--- config.mk ---
export PLATFORM = sky130hd
export DESIGN_NAME = nonce_scheduler
export DESIGN_NICKNAME = d
export VERILOG_FILES = /design/src/rtl/nonce_scheduler.sv
export SDC_FILE = /design/constraint.sdc
export NUM_CORES = 2
export LEC_CHECK = 0
export ABC_AREA = 0
export BUFFER_PORTS_ARGS = -buffer_cell sky130_fd_sc_hd__buf_2
export CAP_MARGIN = 40
export CORE_UTILIZATION = 40
export DETAILED_ROUTE_END_ITERATION = 8
export SLEW_MARGIN = 25
export SYNTH_ARGS = -nofsm -noshare
export SYNTH_HDL_FRONTEND = slang
export SYNTH_SLANG_ARGS = --single-unit
--- constraint.sdc ---
create_clock -name clock -period 3.9 [get_ports clock]
set_clock_uncertainty 0.1 [all_clocks]
set_input_delay 1.17 -clock clock [delete_from_list [all_inputs] [get_ports clock]]
set_output_delay 1.17 -clock clock [all_outputs]
set_load 0.1 [all_outputs]
--- src/rtl/nonce_scheduler.sv ---
// nonce_scheduler: walks an inclusive nonce range through an external hash core
// and stops at the first nonce whose hash is strictly below the target.
// Optional feature macro: WATCHDOG_EN. When it is defined, a WAIT-cycle counter
// raises error if the core does not answer within TIMEOUT_CYC cycles.
module nonce_scheduler #(
    parameter int NONCE_W     = 32,
    parameter int HASH_W      = 256,
    parameter int TIMEOUT_CYC = 1024
) (
    input  logic               clock,
    input  logic               reset,
    input  logic               start,
    input  logic               abort,
    input  logic [NONCE_W-1:0] nonce_first,
    input  logic [NONCE_W-1:0] nonce_last,
    input  logic [HASH_W-1:0]  target,
    output logic               core_start,
    output logic [NONCE_W-1:0] core_nonce,
    input  logic               core_done,
    input  logic [HASH_W-1:0]  core_hash,
    output logic               busy,
    output logic               found,
    output logic [NONCE_W-1:0] found_nonce,
    output logic               exhausted,
    output logic               error
);

    typedef enum logic [2:0] {
        IDLE    = 3'd0,
        LOAD    = 3'd1,
        ISSUE   = 3'd2,
        WAIT    = 3'd3,
        CHECK   = 3'd4,
        TIMEOUT = 3'd5
    } state_t;

    state_t state, nxt;

    logic [NONCE_W-1:0] first_q, last_q, cur_q, fnonce_q;
    logic [HASH_W-1:0]  target_q, hash_q;
    logic               found_q, exh_q;

    // control strobes from the FSM into the datapath
    logic ld_range, ld_cur, inc_cur, cap_hash, set_found, set_exh;

`ifdef WATCHDOG_EN
    localparam int WD_W = $clog2(TIMEOUT_CYC + 1);
    logic [WD_W-1:0] wd_q;
    logic            err_q, wd_clr, wd_inc, set_err;
`else
    // TIMEOUT_CYC only matters when the watchdog is built in.
    if (TIMEOUT_CYC < 1) begin : g_timeout_unused
    end
`endif

    // state register; synchronous reset wins over everything
    always_ff @(posedge clock) begin
        if (reset) state <= IDLE;
        else       state <= nxt;
    end

    // next state, strobes and busy/core_start; abort beats core_done and CHECK
    always_comb begin
        nxt        = state;
        ld_range   = 1'b0;
        ld_cur     = 1'b0;
        inc_cur    = 1'b0;
        cap_hash   = 1'b0;
        set_found  = 1'b0;
        set_exh    = 1'b0;
        core_start = 1'b0;
        busy       = 1'b0;
`ifdef WATCHDOG_EN
        wd_clr     = 1'b0;
        wd_inc     = 1'b0;
        set_err    = 1'b0;
`endif
        case (state)
            IDLE: begin
                if (start) begin
                    nxt      = LOAD;
                    ld_range = 1'b1;
                end
            end
            LOAD: begin
                busy = 1'b1;
                if (abort) begin
                    nxt = IDLE;
                end else if (first_q > last_q) begin
                    set_exh = 1'b1;
                    nxt     = IDLE;
                end else begin
                    ld_cur = 1'b1;
                    nxt    = ISSUE;
                end
            end
            ISSUE: begin
                busy = 1'b1;
                if (abort) begin
                    nxt = IDLE;
                end else begin
                    core_start = 1'b1;
                    nxt        = WAIT;
`ifdef WATCHDOG_EN
                    wd_clr     = 1'b1;
`endif
                end
            end
            WAIT: begin
                busy = 1'b1;
                if (abort) begin
                    nxt = IDLE;
                end else if (core_done) begin
                    cap_hash = 1'b1;
                    nxt      = CHECK;
`ifdef WATCHDOG_EN
                end else if (wd_q == WD_W'(TIMEOUT_CYC - 1)) begin
                    set_err = 1'b1;
                    nxt     = TIMEOUT;
                end else begin
                    wd_inc = 1'b1;
`endif
                end
            end
            CHECK: begin
                busy = 1'b1;
                if (abort) begin
                    nxt = IDLE;
                end else if (hash_q < target_q) begin
                    set_found = 1'b1;
                    nxt       = IDLE;
                end else if (cur_q == last_q) begin
                    set_exh = 1'b1;
                    nxt     = IDLE;
                end else begin
                    inc_cur = 1'b1;
                    nxt     = ISSUE;
                end
            end
`ifdef WATCHDOG_EN
            TIMEOUT: nxt = IDLE;
`endif
            default: nxt = IDLE;
        endcase
    end

    // range/target latch, nonce walker, captured hash and result flags
    always_ff @(posedge clock) begin
        if (reset) begin
            first_q  <= '0;
            last_q   <= '0;
            target_q <= '0;
            cur_q    <= '0;
            hash_q   <= '0;
            found_q  <= 1'b0;
            fnonce_q <= '0;
            exh_q    <= 1'b0;
        end else begin
            if (ld_range) begin
                first_q  <= nonce_first;
                last_q   <= nonce_last;
                target_q <= target;
                found_q  <= 1'b0;
                exh_q    <= 1'b0;
            end
            if (ld_cur)   cur_q  <= first_q;
            if (inc_cur)  cur_q  <= cur_q + 1'b1;
            if (cap_hash) hash_q <= core_hash;
            if (set_found) begin
                found_q  <= 1'b1;
                fnonce_q <= cur_q;
            end
            if (set_exh)  exh_q  <= 1'b1;
        end
    end

`ifdef WATCHDOG_EN
    // WAIT-cycle counter and sticky timeout flag
    always_ff @(posedge clock) begin
        if (reset) begin
            wd_q  <= '0;
            err_q <= 1'b0;
        end else begin
            if (ld_range)    err_q <= 1'b0;
            if (set_err)     err_q <= 1'b1;
            if (wd_clr)      wd_q  <= '0;
            else if (wd_inc) wd_q  <= wd_q + 1'b1;
        end
    end
    assign error = err_q;
`else
    assign error = 1'b0;
`endif

    assign core_nonce  = cur_q;
    assign found       = found_q;
    assign found_nonce = fnonce_q;
    assign exhausted   = exh_q;

endmodule

Word level (Yosys, flattened, before mapping)
Index checks and enable logic that the tools add are counted.
- $add $sub $neg: 1
- multiply operators: 0
- divide/modulo/power cells: 0
- $lt $le $gt $ge: 2
- equality and inequality tests: 7
- shifts and indexed selects: 0
- muxes and demuxes: 39
- bitwise gates (word level): 0
- reduce and logical (&&, ||, !) cells: 6
- operators by type and width (cell ; number):
    256-bit < comparator ; 1
    32-bit two-way mux ; 2
    32-bit by 1-bit adder with 32-bit output (second input constant) ; 1
    32-bit equality test ; 1
    32-bit greater-than comparator ; 1
    1-bit two-way mux ; 26
    3-bit one-hot mux with 5 select lines ; 1
    2-bit two-way mux ; 6
    3-bit two-way mux ; 3
    3-bit by 2-bit equality test with 1-bit output (second input constant) ; 2
    2-bit nonzero test ; 3
    4-bit OR reduction ; 1
    3-bit by 1-bit equality test with 1-bit output (second input constant) ; 1
    3-bit equality test (second input constant) ; 1
    3-bit logical NOT ; 1
    3-bit != test (second input constant) ; 1
    2-bit != test (second input constant) ; 1
    1-bit one-hot mux with 2 select lines ; 1
    2-bit AND reduction ; 1
- flip-flop bits (word level): 645
- bits in latches: 0
- memory bits (writable): 0
- memory bits (read-only): 0
- input port bits: 581
- logic and storage cells: 64
- memories: 0

Longest topological paths before layout
- depth after elaboration: 6
- depth in mapped cells: 14
- gate-level depth less buffers: 12

Worst setup path after synthesis
No wires, ideal clock.
- path type: input port to output port
- start: in abort
- end: out core_start
- arrival time: 2.688 ns
- slack: -0.058 ns
- stages on the path: 3
- path buffers: 0
- cells stage by stage: nor2_1 > nand2_1 > nor2_1
- cells in the longest elaborated chain, start to end: 2
- ends and longest elaborated chain (element ; line ; source):
    from (decl) ; 13 ; input logic abort,
    1-bit two-way mux ; 99 ; if (abort) begin
    1-bit two-way mux ; 78 ; case (state)
    to (decl) ; 17 ; output logic core_start,
Every way passes these cells.

Final worst setup path
- start: reg target_q[94]
- end: reg cur_q[27], in the netlist core_nonce[27]
- cells in the longest elaborated chain, start to end: 5
- ends and longest elaborated chain (element ; line ; source):
    from (decl) ; 40 ; logic [HASH_W-1:0] target_q, hash_q;
    from (signal assigned) ; 162 ; target_q <= target;
    256-bit < comparator (*) ; 129 ; end else if (hash_q < target_q) begin
    1-bit two-way mux (*) ; 129 ;
    1-bit two-way mux (*) ; 127 ; if (abort) begin
    1-bit two-way mux (*) ; 78 ;
    32-bit two-way mux or 2-bit nonzero test (tied branches) ; -- ;
    to (signal assigned) ; 166 ; if (ld_cur) cur_q <= first_q;
    to (signal assigned) ; 167 ; if (inc_cur) cur_q <= cur_q + 1'b1;
    to (decl) ; 39 ; logic [NONCE_W-1:0] first_q, last_q, cur_q, fnonce_q;
Mark *: on every way between the ends. The rest lies on a longest branch, timed or not.
A chain may end at the register's enable or synchronous reset.

==> flow_summary.ini <==
[outcome]
status = finished clean

[floorplanning]
die_w_um = 278
row_count = 100
die_h_um = 278
die_area_sq_um = 77200
ios = 650
core_sq_um = 74800
initial_utilization_pct = 40.7

[hold_path]
hold_depth = 2
hold_path_class = flop to flop

[routing]
drt-total-wl_mm = 99.5
drt_iter0_drc = 1827
drc = 0
drt-pass1-iter-count = 5
wl_per_cell_um = 17.8
ant_nets = 0
vias_per_cell = 5.11
vias = 28586

[critical_path]
cp-end-kind = flop
crit_fanout = 18
criticalPathCategory = flop to flop
cp.required_ns = 4.30
critical_path_arrival_ns = 4.08
cp-start-kind = flop
worst_r2r_path_depth = 13

[timing]
hold_violations = 0
fin_crit_sh_pct = 94.1
setup_viol = 0
maxSlewHeadroom_pct = 42.8
worstMarginPinSlew_ns = 0.858
fmax_ghz = 0.272
min_period_ns = 3.67
setup_tns_ns = 0
rsz0062_at_grt = false
drv_slew = 0

[cts]
path_clk_slew_ns = 0.06
clk_latency_ns = 0.61
clockBufferDepth = 3
ctsResizeCount = 0
cts-root-buf = clkbuf_16
h-tree-depth = 3
holdBufCountCts = 0
clock_sinks = 645
cts_tree = yes
cts_buffers = 74
cts_setup_buffers = 0

[global_routing]
antenna_found_initial = 59
grt_pass1_wl_mm = 152
grt_use_met1_pct = 32.5
grt_use_met2_pct = 40.3
grt-busiest-layer = met2
grt_pass1_vias = 27230
grt.met3_usage_pct = 6.11
grt_usage_pct = 25.2
grt_max_degree = 154
gr-total-overflow = 0

[power_and_ir_drop]
p_leak_uw = 0.0159
p_per_area_nw_per_um2 = 433
ir_drop_mv = 0.319

[job]
max-cap-violations = 0

[cells_and_area]
drive_gt1_share_pct = 18.4
layoutNonFillerInstCount = 5589
nNetsFinal = 5403
num-fill-cells = 7644
final_util_pct = 50.0
area_growth_pct = 22.9

[synth]
async_reset_ff_share_pct = 0
synth_top_cell_by_area = dfxtp_1
avgSynthCellArea_sq_um = 7.66
synth_area_sq_um = 30400
synthCells = 3972
synth_edf_count = 0
synth_seq_area_share_pct = 42.4
yosys_warnings = 0
yosysTopAreaCellShare_pct = 42.4
synth_area_leaders = dfxtp_1, nand2_1, ha_1
ys.flop_type = dfxtp_1
synth_nets = 4841
synth.distinct_cells = 65
synth_seq_cells = 645

[place]
dp.cells = 5427
gp_congestion = 0.883
port_buffers = 648
dp_hpwl_mm = 73.3
cells in the mapped netlist (all sizes together), types with 30 or more instances:
library cell and n:
nor2 78, xnor2 33, a31oi 30, nand3 60, ha 288, clkbuf 218, a21oi 674, dfxtp 645
o21ai 51, nand4 70, inv 304, mux2i 32, nand2 1249
worst paths after layout:
check | from | endpoint | slack (ns)
max | target_q[94]$_SDFFE_PP0P_ | core_nonce[27]$_SDFFE_PP0P_ | 0.23
min reg2reg | target_q[171]$_SDFFE_PP0P_ | target_q[171]$_SDFFE_PP0P_ | 0.35
min | target_q[171]$_SDFFE_PP0P_ | target_q[171]$_SDFFE_PP0P_ | 0.35
max reg2reg | target_q[94]$_SDFFE_PP0P_ | core_nonce[27]$_SDFFE_PP0P_ | 0.23
stage by stage:
| step | hold WS [ns] | instance area, sq um | power (uW) | setup WS, ns |
|---|---|---|---|---|
| after floorplan | 0.331 | 30400 | 8430 | 0.396 |
| after global placement | 0.342 | 34900 | 9310 | 0.312 |
| after detailed placement | 0.345 | 34900 | 9330 | 0.290 |
| after CTS | 0.353 | 37300 | 16400 | 0.267 |
| after global routing | 0.367 | 37400 | 16900 | 0.0589 |
| final | 0.352 | 37400 | 16200 | 0.230 |
area by class of cell:
| cell class | instances | area, sq um | share of cell area, % |
|---|---|---|---|
| Multi-Input combinational cell | 2796 | 15500 | 41.6 |
| Sequential cell | 645 | 12900 | 34.5 |
| Timing Repair Buffer | 713 | 4100 | 11.0 |
| Clock buffer | 104 | 2150 | 5.74 |
| Tap cell | 969 | 1210 | 3.24 |
| Inverter | 304 | 1140 | 3.05 |
| Clock inverter | 23 | 267 | 0.712 |
| Antenna cell | 35 | 87.6 | 0.234 |
per-layer routing:
layer | up-vias | wire length, um
li1 | 14387 | -
met2 | 806 | 45500
met1 | 13165 | 43300
met4 | 44 | 2820
met3 | 184 | 7600
met5 | - | 280
placed cells by master (no fill, tap or decap), types with 40 or more instances in the layout:
cell and count:
nand2_1 1249, a21oi_1 674, buf_2 646, dfxtp_1 645, inv_1 303, ha_1 288, nor2_1 76, clkbuf_16 76
nand4_1 70, nand3_1 60, o21ai_0 40
critical path: stages (launching register included):
cell	delay, ns
dfxtp_1	0.33
inv_1	0.04
ha_1	0.30
nand4_1	0.19
nor4_1	0.62
buf_4	0.22
nand4_1	0.11
nor3_1	0.18
o2bb2ai_1	0.28
o2111ai_4	0.16
and2_4	0.22
buf_12	0.15
or4_1	0.49
a31oi_1	0.18
registers in the layout (all words and copies together) (netlist names):
| signal | flops |
|---|---|
| core_nonce | 32 |
| exhausted | 1 |
| first_q | 32 |
| found | 1 |
| found_nonce | 32 |
| hash_q | 256 |
| last_q | 32 |
| state | 3 |
| target_q | 256 |
where the power goes:
group | switching (uW) | internal [uW]
clock network | 2850 | 4160
registers | 190 | 6870
logic | 1330 | 808
cells by family after synthesis:
logic type / Yosys count / share of synthesized area [%]
buf+inv: 531 / 6.61
flops: 645 / 42.4
mux: 32 / 1.05
other cells: 1 / 0.0123
xor+xnor: 33 / 0.950
fa+ha+maj: 288 / 11.8
compound gates: 887 / 16.1
simple gates: 1555 / 21.0
(Power assumes the default switching activity.)
